`src/rtl/la_pkg.sv`:
```
// ---------------------------------------------------------------------------
// la_pkg
// Shared definitions for the logic-analyzer kernel frame transmitter.
//   frame_state_e : states of the uart_frame_tx frame sequencer
//   SOF_DEFAULT   : default start-of-frame marker byte
//   frame_len()   : number of bytes in a frame carrying n samples (2n+4)
// ---------------------------------------------------------------------------
package la_pkg;

  localparam logic [7:0] SOF_DEFAULT = 8'hA5;

  typedef enum logic [3:0] {
    ST_IDLE,
    ST_SOF,
    ST_CNT_HI,
    ST_CNT_LO,
    ST_FETCH,
    ST_WAIT,
    ST_D_HI,
    ST_D_LO,
    ST_CSUM,
    ST_DONE
  } frame_state_e;

  // SOF + two count bytes + two bytes per sample + checksum.
  // 18 bits because 2*65535+4 does not fit in 17.
  function automatic logic [17:0] frame_len(input logic [15:0] n);
    return {1'b0, n, 1'b0} + 18'd4;
  endfunction

endpackage

```
`src/rtl/uart_frame_tx_if.sv`:
```
// ---------------------------------------------------------------------------
// uart_frame_tx_if
// Bus bundle between the frame transmitter, sample memory and the uart_tx6
// transmit FIFO.
//   mem_addr / mem_rd_en / mem_rd_data : synchronous sample-memory read port
//   data_in / utx_buffer_write         : byte and write strobe into the FIFO
//   utx_buffer_full                    : FIFO back-pressure
// master = the transmitter, slave = the memory/FIFO side.
// ---------------------------------------------------------------------------
interface uart_frame_tx_if #(
  parameter int unsigned ADDR_W = 10
);

  logic [ADDR_W-1:0] mem_addr;
  logic              mem_rd_en;
  logic [15:0]       mem_rd_data;
  logic [7:0]        data_in;
  logic              utx_buffer_write;
  logic              utx_buffer_full;

  modport master (
    output mem_addr,
    output mem_rd_en,
    input  mem_rd_data,
    output data_in,
    output utx_buffer_write,
    input  utx_buffer_full
  );

  modport slave (
    input  mem_addr,
    input  mem_rd_en,
    output mem_rd_data,
    input  data_in,
    input  utx_buffer_write,
    output utx_buffer_full
  );

endinterface

```
`src/rtl/uart_frame_tx.sv`:
```
// ---------------------------------------------------------------------------
// uart_frame_tx
// Streams a run of 16-bit capture samples from sample memory into the
// uart_tx6 FIFO as a framed byte sequence:
//   SOF, N[15:8], N[7:0], {sample[15:8], sample[7:0]} x N, CSUM
// where CSUM is the XOR of every byte after SOF.
// Ports:
//   clk, reset    : clock, synchronous active-high reset
//   start         : one-cycle frame request, honoured only in IDLE
//   abort         : drop the frame in progress without pulsing done
//   base_addr     : first sample address (captured on start)
//   num_samples   : sample count N (captured on start)
//   busy          : frame in progress (muxes this block onto the FIFO port)
//   done          : one-cycle pulse when a frame completes
//   bus           : memory read port and FIFO write port (master side)
// ---------------------------------------------------------------------------
module uart_frame_tx
  import la_pkg::*;
#(
  parameter int unsigned ADDR_W = 10,
  parameter logic [7:0]  SOF    = SOF_DEFAULT
) (
  input  logic              clk,
  input  logic              reset,
  input  logic              start,
  input  logic              abort,
  input  logic [ADDR_W-1:0] base_addr,
  input  logic [15:0]       num_samples,
  output logic              busy,
  output logic              done,
  uart_frame_tx_if.master   bus
);

  frame_state_e      state_q, state_d;
  logic [ADDR_W-1:0] addr_q, addr_d;
  logic [15:0]       n_q, n_d;
  logic [15:0]       rem_q, rem_d;
  logic [7:0]        sample_lo_q, sample_lo_d;
  logic [7:0]        data_q, data_d;
  logic [7:0]        csum_q, csum_d;

  logic byte_state;
  logic wr_ok;
  logic start_ok;

  // State register.
  always_ff @(posedge clk) begin
    if (reset) begin
      state_q <= ST_IDLE;
    end else begin
      state_q <= state_d;
    end
  end

  // Datapath registers; reset clears everything so a mid-frame reset leaves
  // no stale address, byte or checksum behind.
  always_ff @(posedge clk) begin
    if (reset) begin
      addr_q      <= '0;
      n_q         <= '0;
      rem_q       <= '0;
      sample_lo_q <= '0;
      data_q      <= '0;
      csum_q      <= '0;
    end else begin
      addr_q      <= addr_d;
      n_q         <= n_d;
      rem_q       <= rem_d;
      sample_lo_q <= sample_lo_d;
      data_q      <= data_d;
      csum_q      <= csum_d;
    end
  end

  // Next-state logic. Byte states only move on an actual FIFO write, so a
  // full FIFO simply parks the sequencer. abort wins over everything,
  // including a start arriving in the same IDLE cycle.
  always_comb begin
    state_d = state_q;
    case (state_q)
      ST_IDLE:   if (start) state_d = ST_SOF;
      ST_SOF:    if (wr_ok) state_d = ST_CNT_HI;
      ST_CNT_HI: if (wr_ok) state_d = ST_CNT_LO;
      ST_CNT_LO: if (wr_ok) state_d = (rem_q == 16'd0) ? ST_CSUM : ST_FETCH;
      ST_FETCH:  state_d = ST_WAIT;
      ST_WAIT:   state_d = ST_D_HI;
      ST_D_HI:   if (wr_ok) state_d = ST_D_LO;
      ST_D_LO:   if (wr_ok) state_d = (rem_q == 16'd1) ? ST_CSUM : ST_FETCH;
      ST_CSUM:   if (wr_ok) state_d = ST_DONE;
      ST_DONE:   state_d = ST_IDLE;
      default:   state_d = ST_IDLE;
    endcase
    if (abort) state_d = ST_IDLE;
  end

  // Datapath updates. data_q always holds the byte to be written in the
  // next byte state, so it is loaded on the transition into that state and
  // stays put while the FIFO is full. The checksum folds in each byte as it
  // is written (SOF excluded); the final CSUM byte is formed from the
  // accumulator plus the byte being written in the same cycle.
  always_comb begin
    addr_d      = addr_q;
    n_d         = n_q;
    rem_d       = rem_q;
    sample_lo_d = sample_lo_q;
    data_d      = data_q;
    csum_d      = csum_q;
    case (state_q)
      ST_IDLE: begin
        if (start_ok) begin
          addr_d = base_addr;
          n_d    = num_samples;
          rem_d  = num_samples;
          csum_d = 8'h00;
          data_d = SOF;
        end
      end
      ST_SOF: begin
        if (wr_ok) data_d = n_q[15:8];
      end
      ST_CNT_HI: begin
        if (wr_ok) begin
          csum_d = csum_q ^ data_q;
          data_d = n_q[7:0];
        end
      end
      ST_CNT_LO: begin
        if (wr_ok) begin
          csum_d = csum_q ^ data_q;
          if (rem_q == 16'd0) data_d = csum_q ^ data_q;
        end
      end
      ST_WAIT: begin
        data_d      = bus.mem_rd_data[15:8];
        sample_lo_d = bus.mem_rd_data[7:0];
      end
      ST_D_HI: begin
        if (wr_ok) begin
          csum_d = csum_q ^ data_q;
          data_d = sample_lo_q;
        end
      end
      ST_D_LO: begin
        if (wr_ok) begin
          csum_d = csum_q ^ data_q;
          addr_d = addr_q + 1'b1;
          rem_d  = rem_q - 16'd1;
          if (rem_q == 16'd1) data_d = csum_q ^ data_q;
        end
      end
      ST_CSUM: begin
        if (wr_ok) csum_d = csum_q ^ data_q;
      end
      default: begin
      end
    endcase
  end

  // Outputs. The write strobe is combinational so a full flag stalls the
  // byte in the same cycle; abort also gates it so an aborted frame never
  // pushes another byte.
  always_comb begin
    byte_state = (state_q == ST_SOF)  || (state_q == ST_CNT_HI) ||
                 (state_q == ST_CNT_LO) || (state_q == ST_D_HI) ||
                 (state_q == ST_D_LO) || (state_q == ST_CSUM);
    wr_ok      = byte_state && !bus.utx_buffer_full && !abort;
    start_ok   = (state_q == ST_IDLE) && start && !abort;

    bus.utx_buffer_write = wr_ok;
    bus.data_in          = data_q;
    bus.mem_addr         = addr_q;
    bus.mem_rd_en        = (state_q == ST_FETCH);
    busy                 = (state_q != ST_IDLE);
    done                 = (state_q == ST_DONE);
  end

endmodule

```
`src/flat_wrapper.sv`:
```
// flat-port wrapper written by rule: the top's interface ports become plain ports
module uart_frame_tx_flat import la_pkg::*;
#(
  parameter int unsigned ADDR_W = 10,
  parameter logic [7:0]  SOF    = SOF_DEFAULT
)
  (clk, reset, start, abort, base_addr, num_samples, busy, done, bus_mem_addr, bus_mem_rd_en, bus_mem_rd_data, bus_data_in, bus_utx_buffer_write, bus_utx_buffer_full);
  uart_frame_tx_if #(.ADDR_W(ADDR_W)) bus_i ();
  input  logic clk;
  input  logic reset;
  input  logic start;
  input  logic abort;
  input  logic [ADDR_W-1:0] base_addr;
  input  logic [15:0] num_samples;
  output logic busy;
  output logic done;
  output wire logic [$bits(bus_i.mem_addr)-1:0] bus_mem_addr;
  output wire logic [$bits(bus_i.mem_rd_en)-1:0] bus_mem_rd_en;
  input wire logic [$bits(bus_i.mem_rd_data)-1:0] bus_mem_rd_data;
  output wire logic [$bits(bus_i.data_in)-1:0] bus_data_in;
  output wire logic [$bits(bus_i.utx_buffer_write)-1:0] bus_utx_buffer_write;
  input wire logic [$bits(bus_i.utx_buffer_full)-1:0] bus_utx_buffer_full;
  assign bus_mem_addr = bus_i.mem_addr;
  assign bus_mem_rd_en = bus_i.mem_rd_en;
  assign bus_i.mem_rd_data = bus_mem_rd_data;
  assign bus_data_in = bus_i.data_in;
  assign bus_utx_buffer_write = bus_i.utx_buffer_write;
  assign bus_i.utx_buffer_full = bus_utx_buffer_full;
  uart_frame_tx #(.ADDR_W(ADDR_W), .SOF(SOF)) u_core (.clk(clk), .reset(reset), .start(start), .abort(abort), .base_addr(base_addr), .num_samples(num_samples), .busy(busy), .done(done), .bus(bus_i));
endmodule
```
`config.mk`:
```
export PLATFORM = sky130hd
export DESIGN_NAME = uart_frame_tx_flat
export DESIGN_NICKNAME = d
export VERILOG_FILES = /design/src/rtl/la_pkg.sv /design/src/rtl/uart_frame_tx_if.sv /design/src/rtl/uart_frame_tx.sv /design/src/flat_wrapper.sv
export SDC_FILE = /design/constraint.sdc
export NUM_CORES = 1
export LEC_CHECK = 0
export CAP_MARGIN = 20
export CORE_AREA = 2 2 86 88
export DETAILED_ROUTE_END_ITERATION = 10
export DIE_AREA = 0 0 88 90
export HOLD_SLACK_MARGIN = 0.12
export PLACE_DENSITY_LB_ADDON = 0.25
export SLEW_MARGIN = 10
export SYNTH_ARGS = -nofsm -noshare
export SYNTH_HDL_FRONTEND = slang
export SYNTH_SLANG_ARGS = --single-unit
export TNS_END_PERCENT = 1
```
`constraint.sdc`:
```
create_clock -name clk -period 3.6 [get_ports clk]
set_clock_uncertainty 0.2 [all_clocks]
set_input_delay 0.54 -clock clk [delete_from_list [all_inputs] [get_ports clk]]
set_output_delay 0.54 -clock clk [all_outputs]
set_load 0.02 [all_outputs]
```
==> results_dict.tcl <==
set metrics [dict create \
    clock.fmax_mhz 307 \
    crit_required_ps 2860 \
    synthArstFlopShare_pct 0 \
    synth_edf_count 0 \
    fp.coreArea_um2 7020 \
    rsz0062_at_grt "no" \
    syn-num-nets 565 \
    hold_viol_final 0 \
    r2r-start "u_core.rem_q[4]" \
    synthCells 515 \
    fin_crit_sh_pct 90.3 \
    gp_congestion 0.868 \
    criticalPathCategory "flop to output port" \
    slew-limit-headroom_pct 41.8 \
    reg2reg_depth 5 \
    timing.rr.end "u_core.bus.data_in[0]" \
    synthTopCellsByArea "dfxtp_1 (36%), a21oi_1 (7.7%), nand2_1 (6.9%)" \
    cts_root_buffer "clkbuf_8" \
    cts-htree-levels 3 \
    hp-class "primary input to flop" \
    min_from "reset" \
    drive_gt1_share_pct 7.42 \
    fin_ws_ps 348 \
    clock_latency_ps 340 \
    setup_tns_ps 0 \
    pwr_density_cell_nw_per_um2 359 \
    place_ws_ps 577 \
    min_to "u_core.bus.data_in[3]" \
    tightest_slew_ps 867 \
    grt_pass1_wl_um 17900 \
    drt_iter0_drc 275 \
    antenna_found_initial 0 \
    final_cells 665 \
    ios 69 \
    cp-end-kind "output port" \
    dr.pass1.iters 5 \
    postLayoutCoreUtil_pct 67.8 \
    finalCriticalPeriod_ps 3250 \
    die_w_um 88 \
    design.die.area_um2 7920 \
    grt_pass1_vias 3707 \
    viasPerCell 6.22 \
    p_leak_uw 0.00167 \
    synth_top_area_share_pct 36.0 \
    hold_depth 2 \
    wl_per_cell_um 16.4 \
    initial_core_util_pct 55.5 \
    worstPathArrival_ps 2510 \
    place_hpwl_um 7450 \
    drt_wl_total_um 10900 \
    fillCellCount 628 \
    setup_viol 0 \
    area_growth_pct 22.1 \
    syn_avg_cell_area_um2 7.57 \
    synth_cell_types 58 \
    drc 0 \
    gr-total-overflow 0 \
    synth.largest_area_cell "dfxtp_1" \
    cts_setup_buffers 0 \
    n_antenna_cell 0 \
    cts_buffers 9 \
    post-place-cells 650 \
    route.vias.total 4133 \
    start_kind "flop" \
    status "finished, final reports clean" \
    grt_max_degree 61 \
    fin_nets 612 \
    grt.total_usage_pct 27.9 \
    path_max_fanout 16 \
    drtAntennaViolNets 0 \
    cts.sinks 70 \
    row_count 31 \
    synth.yosys.seq_area_share_pct 36.0 \
    port_buffers 68 \
    post_cts_resized 0 \
    cts_tree "built" \
    ys_warn_count 0 \
    yosys.cell_count.top_type "nand2_1" \
    die_height_um 90 \
    hold_buffers 0 \
    ir_worst_vdd_mv 0.184 \
    cts_buffer_depth 2 \
    synth_area_um2 3900 \
    path_clk_slew_ps 80 \
    rrSetupSlack_ps 830 \
    synth_seq_cells 70 \
    ys.flop_type "dfxtp_1" \
    drv_cap 0 \
    finalMaxSlewViolations 0 \
    yosys-top-cells-count "nand2_1 (72), dfxtp_1 (70), a21oi_1 (60)" \
]
[per-stage QoR]
step / instance area, um^2 / hold WS [ps] / power, uW
2_1_floorplan: 3900 / 236 / 1040
3_3_place_gp: 4590 / 245 / 1150
3_5_place_dp: 4590 / 248 / 1160
4_1_cts: 4760 / 239 / 1700
5_1_grt: 4760 / 250 / 1770
6_report: 4760 / 244 / 1710
[flip-flops by register name, indices dropped and copies added (netlist names)]
register             count
u_core.bus.mem_addr     10
u_core.n_q              16
u_core.state_q           4
u_core.csum_q            8
u_core.bus.data_in       8
u_core.sample_lo_q       8
u_core.rem_q            16
[layout by cell type, fill, tap and decap left out, types with 3 or more instances in the layout]
master	n
ha_1	3
a311oi_1	9
a2bb2oi_1	4
inv_1	9
nand2_1	72
dfxtp_1	70
and2_1	3
a211oi_1	5
buf_4	10
a221oi_1	7
o21ai_0	37
a32o_1	3
o31ai_1	3
nor2b_1	5
or2_2	6
clkinv_2	3
a21oi_1	60
nor4_1	8
nor3_1	20
o41ai_1	3
clkdlybuf4s50_1	67
clkbuf_8	9
a22o_1	12
or4_1	4
a31oi_1	6
and3_1	4
a22oi_1	13
nor2_1	43
nand2b_1	10
nand3_1	11
xor2_1	7
[metal layers]
| layer | up-vias | share of wire (%) | track usage, % |
|---|---|---|---|
| met5 | - | 0 | 0 |
| li1 | 1976 | - | - |
| met4 | 0 | 1.8 | 7.69 |
| met3 | 21 | 7.1 | 5.88 |
| met1 | 1957 | 43 | 36.8 |
| met2 | 179 | 49 | 45.8 |
[how the worst max path moves through the flow]
| stage | cells after the start | slack [ps] | endpoint | startpoint |
|---|---|---|---|---|
| floorplan | 7 | 1330 | u_core.bus.mem_addr[3] | abort |
| global placement | 4 | 610 | bus_utx_buffer_write | abort |
| detailed placement | 4 | 580 | bus_utx_buffer_write | abort |
| CTS | 3 | 360 | bus_utx_buffer_write | u_core.state_q[1] |
| global route | 3 | 270 | bus_utx_buffer_write | u_core.state_q[1] |
| finish | 3 | 350 | bus_utx_buffer_write | u_core.state_q[1] |
[cell families after synthesis]
family,after synthesis,share of synthesized area (%)
and+or+nand+nor,202,25.3
buffers and inverters,51,5.43
xor gates and xnor gates,8,1.80
muxes,2,0.514
DFF,70,36.0
AOI/OAI and AO/OA,179,30.1
adders and majority gates,3,0.963
[final cells by class]
type / count / area (um^2) / share of cell area [%]
repair buffers: 78 / 751 / 15.8
clock buffers: 9 / 124 / 2.60
flip-flops and latches: 70 / 1400 / 29.5
well taps: 99 / 124 / 2.60
multi-input cells: 394 / 2280 / 48.0
inverters: 9 / 33.8 / 0.710
clock inverters: 6 / 38.8 / 0.815
[where the power goes]
group          switching, uW  leakage, uW  internal (uW)
registers               38.5     0.000570            806
logic                    161      0.00102            144
clock network            311    0.0000813            245
[worst max-delay path, cell delays in order, from the launching register on]
cell             delay (ps)
dfxtp_1                 480
or4b_2                  850
a21oi_1                 210
clkdlybuf4s50_1         630
Power figures use the tool's default switching activity.
==> RTL edit 1, RTL diff (same settings) <==
`addr_q`, `n_q`, `sample_lo_q`, `data_q` and `csum_q` no longer have a reset.
--- a/src/rtl/uart_frame_tx.sv
+++ b/src/rtl/uart_frame_tx.sv
@@ -58,16 +58,14 @@
     if (reset) begin
-      addr_q      <= '0;
-      n_q         <= '0;
       rem_q       <= '0;
-      sample_lo_q <= '0;
-      data_q      <= '0;
-      csum_q      <= '0;
     end else begin
-      addr_q      <= addr_d;
-      n_q         <= n_d;
       rem_q       <= rem_d;
-      sample_lo_q <= sample_lo_d;
-      data_q      <= data_d;
-      csum_q      <= csum_d;
     end
+  end
+
+  always_ff @(posedge clk) begin
+    addr_q      <= addr_d;
+    n_q         <= n_d;
+    sample_lo_q <= sample_lo_d;
+    data_q      <= data_d;
+    csum_q      <= csum_d;
   end
Formal check against the unedited RTL: not equivalent (Yosys sat finds a counterexample within 4 cycles, from zero or initial values and one cycle with reset high).
==> RTL edit 1 against the unedited design <==
- sequential cell count is the same
- combinational power is 1% higher
- worst setup slack gained 110 ps
- cell count fell by 20%
- routed wire length down 15%
- cell area increased by 0.26%
- power up 17%
- critical path type unchanged
- sequential share of layout area increased by 10 points
- count of clock-buffer cells in the layout is the same
- synthesized area is 3.2% lower
==> RTL edit 1: results (changes against the unedited design) <==
synth:
  synth_area_leaders: "edfxtp_1 (40%), dfxtp_1 (11%), nand2_1 (3.1%), o21ai_0 (2.8%), nor2_1 (2.7%)"  # was dfxtp_1 (36%), a21oi_1 (7.7%), nand2_1 (6.9%), o21ai_0 (4.8%), nor2_1 (4.1%)
  synth-seq-area-share_pct: 50.4  # was 36.0%
  synth_cell_types: 60  # was 58
  async_flop_share_pct: 0  # unchanged
  yosys-top-cells-count: "edfxtp_1 (50), nand2_1 (31), nor2_1 (27), o21ai_0 (21)"  # was nand2_1 (72), dfxtp_1 (70), a21oi_1 (60), nor2_1 (43), o21ai_0 (37)
  synth-edff-count: 50  # was 0
  syn-num-nets: 412  # was 565
drt:
  avgRoutedWirePerCell_um: 17.3  # was 16.4 um
  drt_iter0_drc: 197  # was 275
  viasPerCell: 5.93  # was 6.22
clock_tree:
  cts_hold_buf: 0  # unchanged
critical_path:
  crit_arrival_ps: 2400  # was 2510 ps
  cp_max_fo: 15  # was 16
power_and_ir_drop:
  leakagePower_nw: 1.64  # was 1.67 nW
  switching_share_pct: 26.7  # was 29.9%
  peakVddDrop_mv: 0.220  # was 0.184 mV
global_route:
  first_global_vias: 2955  # was 3,707
  grtUsageTotal_pct: 24.1  # was 27.9%
  grt_max_degree: 47  # was 61
  grt_pass1_wl_um: 14900  # was 17,900 um
finish:
  diodes: 0  # unchanged
  drive_gt1_share_pct: 10.8  # was 7.42%
  nets: 479  # was 612
placement:
  dpl_cell_area_um2: 4530  # was 4590 um^2
  hpwlAfterDp_um: 6540  # was 7450 um
  pre_cts_ws_ps: 671  # was 577 ps
  gp_congestion: 0.888  # was 0.868
run_status:
  status: "finished clean"  # unchanged
timing:
  maxSlewHeadroom_pct: 45.3  # was 41.8%
hold_path:
  min-delay-path-class: "flip-flop to flip-flop"  # was input port to flip-flop
[RTL edit 1: final timing paths]
path / slack [ps] / end / cells after the start / startpoint
min reg2reg: 300 / u_core.rem_q[14] / 2 / u_core.rem_q[14]
max: 460 / bus_utx_buffer_write / 5 / u_core.state_q[3]
min: 300 / u_core.rem_q[14] / 2 / u_core.rem_q[14]
max reg2reg: 830 / u_core.bus.data_in[2] / 6 / u_core.rem_q[0]
[RTL edit 1: kinds of logic (layout without fill, tap and decap cells)]
group | Yosys count | count (layout) | share of synthesized area, %
AND/OR/NAND/NOR | 133 | 133 | 21.0
AO/OA/AOI/OAI | 97 | 97 | 17.3
flip-flops | 70 | 70 | 50.4
buffers and inverters | 33 | 105 | 3.81
XOR/XNOR | 16 | 16 | 3.71
multiplexers | 10 | 10 | 2.82
adder cells (fa/ha/maj) | 3 | 3 | 0.995
[RTL edit 1: cell type report]
class / count / area, um^2
Clock buffer: 9 / 124
Clock inverter: 7 / 106
Fill cell: 542 / 2250
Inverter: 13 / 48.8
Multi-Input combinational cell: 259 / 1730
Sequential cell: 70 / 1900
Tap cell: 99 / 124
Timing Repair Buffer: 76 / 738
[RTL edit 1: critical path: stages (launching register included)]
cell	delay (ps)
dfxtp_1	660
or3b_2	500
o21ai_0	90
a21oi_1	80
nor2_1	100
clkdlybuf4s50_1	610
[RTL edit 1: routing by layer]
layer	track usage [%]	share of wire (%)	wire length [um]	up-vias
met5	0	0	0	-
met3	3.86	5.1	467	19
met4	9.36	2.5	228	0
met2	39.5	50	4640	113
li1	-	-	-	1523
met1	31.8	42	3910	1506
[RTL edit 1: through the flow]
stage | std cells | power (mW)
5_1_grt | 533 | 2.06
4_1_cts | 532 | 1.99
6_report | 533 | 1.99
2_1_floorplan | 362 | 1.14
3_3_place_gp | 516 | 1.26
3_5_place_dp | 516 | 1.27
[RTL edit 1: power by group through the flow]
stage | clock network (mW) | registers (mW) | logic [mW]
after floorplan | 0 | 0.967 | 0.174
after global placement | 0 | 0.964 | 0.300
after detailed placement | 0 | 0.966 | 0.304
after CTS | 0.738 | 0.948 | 0.307
after global routing | 0.775 | 0.954 | 0.336
final | 0.734 | 0.949 | 0.309
==> RTL edit 2, RTL diff (same flow settings) <==
Without the edit above. `ADDR_W` is set to 10 in 3 places; all go to 9.
--- a/src/rtl/uart_frame_tx_if.sv
+++ b/src/rtl/uart_frame_tx_if.sv
@@ -10,3 +10,3 @@
 interface uart_frame_tx_if #(
-  parameter int unsigned ADDR_W = 10
+  parameter int unsigned ADDR_W = 9
 );
--- a/src/rtl/uart_frame_tx.sv
+++ b/src/rtl/uart_frame_tx.sv
@@ -19,3 +19,3 @@
 #(
-  parameter int unsigned ADDR_W = 10,
+  parameter int unsigned ADDR_W = 9,
   parameter logic [7:0]  SOF    = SOF_DEFAULT
--- a/src/flat_wrapper.sv
+++ b/src/flat_wrapper.sv
@@ -3,3 +3,3 @@
 #(
-  parameter int unsigned ADDR_W = 10,
+  parameter int unsigned ADDR_W = 9,
   parameter logic [7:0]  SOF    = SOF_DEFAULT
Interface: changed (resized base_addr and bus_mem_addr); port bits go from 69 to 67. No check against the original RTL was run, so the function may have changed too.
==> RTL edit 2 against the unedited design <==
- first-iteration DRC count shrank 6.9%
- sequential cell count shrank 1
- cell area shrank 1.2%
- power grew 5.2%
- worst setup slack gained 140 ps
- synthesized area shrank 1.7%
- routed wire length shrank 7.1%
- die area is the same
- highest routed layer unchanged
==> RTL edit 2: results (changes against the unedited design) <==
run_status:
  status: "finished clean"  # unchanged
global_route:
  antenna_found_initial: 0  # unchanged
  first_global_vias: 3445  # was 3,707
  grtUsageTotal_pct: 26.3  # was 27.9%
  grt_pass1_wl_um: 16600  # was 17,900 um
  grt_max_degree: 56  # was 61
synth:
  synth_compound_area_share_pct: 29.8  # was 30.1%
  synth-seq-area-share_pct: 36.1  # was 36.0%
  synth_adder_area_share_pct: 0.980  # was 0.963%
  synth_cell_types: 57  # was 58
  syn-num-nets: 545  # was 565
  yosys-top-cells-count: "nand2_1 (70), dfxtp_1 (69), a21oi_1 (62), o21ai_0 (39), nor2_1 (32)"  # was nand2_1 (72), dfxtp_1 (70), a21oi_1 (60), nor2_1 (43), o21ai_0 (37)
  yosysWarnings: 0  # unchanged
  synth_area_leaders: "dfxtp_1 (36%), a21oi_1 (8.1%), nand2_1 (6.9%), o21ai_0 (5.1%), nor2_1 (3.1%)"  # was dfxtp_1 (36%), a21oi_1 (7.7%), nand2_1 (6.9%), o21ai_0 (4.8%), nor2_1 (4.1%)
  async_flop_share_pct: 0  # unchanged
  synth_xor_area_share_pct: 0.686  # was 1.80%
  synth_mux_area_share_pct: 1.44  # was 0.514%
placement:
  dpl_cell_area_um2: 4490  # was 4590 um^2
  port_buffers: 66  # was 68
  hpwlAfterDp_um: 7200  # was 7450 um
  gp_congestion: 0.912  # was 0.868
clock_tree:
  cts_root_buf: "clkbuf_8"  # unchanged
  cts_setup_buffers: 0  # unchanged
  cts_inserted_buffers: 9  # unchanged
  clk_latency_ps: 350
  cts_resized: 0  # unchanged
  clkTransAtPathRegs_ps: 70
  cts_buffer_depth: 2  # unchanged
  h-tree-depth: 3  # unchanged
power_and_ir_drop:
  peakVddDrop_mv: 0.217  # was 0.184 mV
  leakagePower_nw: 1.63  # was 1.67 nW
critical_path:
  rr_worst_depth: 5  # unchanged
  cp_max_fo: 18  # was 16
  crit_arrival_ps: 2370  # was 2510 ps
drt:
  routed_wl_um: 10100  # was 10,900 um
  drt_iter0_drc: 256  # was 275
  viasPerCell: 5.95  # was 6.22
  firstDrtPassIters: 5  # unchanged
hold_path:
  holdPathStages: 2  # unchanged
  min-delay-path-class: "flip-flop to flip-flop"  # was input port to flip-flop
finish:
  diodes: 0  # unchanged
  nets: 591  # was 612
  drive_gt1_share_pct: 7.86  # was 7.42%
timing:
  finalSetupTns_ps: 0  # unchanged
  worst_pin_slew_ps: 778  # was 867 ps
[RTL edit 2: metal layers]
metal	part of all wire, %	GRT usage (%)
met1	45	36.9
met2	46	39.0
met3	5.7	4.13
met4	3.3	12.7
met5	0	0
[RTL edit 2: final timing paths]
kind | from | end | slack [ps]
worst max-delay path | u_core.state_q[1] | bus_utx_buffer_write | 490
worst max register to register | u_core.state_q[1] | u_core.bus.mem_addr[8] | 990
worst min register to register | u_core.sample_lo_q[7] | u_core.sample_lo_q[7] | 250
worst min-delay path | u_core.sample_lo_q[7] | u_core.sample_lo_q[7] | 250
[RTL edit 2: cell families (layout without fill, tap and decap cells)]
group / Yosys count / after routing
AOI/OAI and AO/OA: 176 / 176
xor gates and xnor gates: 3 / 3
adders and majority gates: 3 / 3
buffers and inverters: 43 / 94
DFF: 69 / 69
muxes: 5 / 5
and+or+nand+nor: 197 / 197
[RTL edit 2: area by class of cell]
type	count	area, um^2
Timing Repair Buffer	73	708
Inverter	5	18.8
Fill cell	610	2320
Clock buffer	11	151
Multi-Input combinational cell	384	2260
Clock inverter	5	58.8
Tap cell	99	124
Sequential cell	69	1380
[RTL edit 2: critical path, stage by stage, from the launching register on]
cell,delay [ps]
dfxtp_1,490
or4b_1,660
o21a_1,140
nor2_1,120
clkdlybuf4s50_1,620
[RTL edit 2: metrics by stage]
| stage | worst slack, ps | cells |
|---|---|---|
| after floorplan | 1480 | 496 |
| after global placement | 649 | 630 |
| after detailed placement | 623 | 630 |
| after CTS | 510 | 646 |
| after global routing | 376 | 646 |
| final | 489 | 646 |
[RTL edit 2: power by group]
group	switching (mW)	internal, mW	total [mW]
clock network	0.298	0.357	0.655
registers	0.0365	0.796	0.832
logic	0.162	0.144	0.306
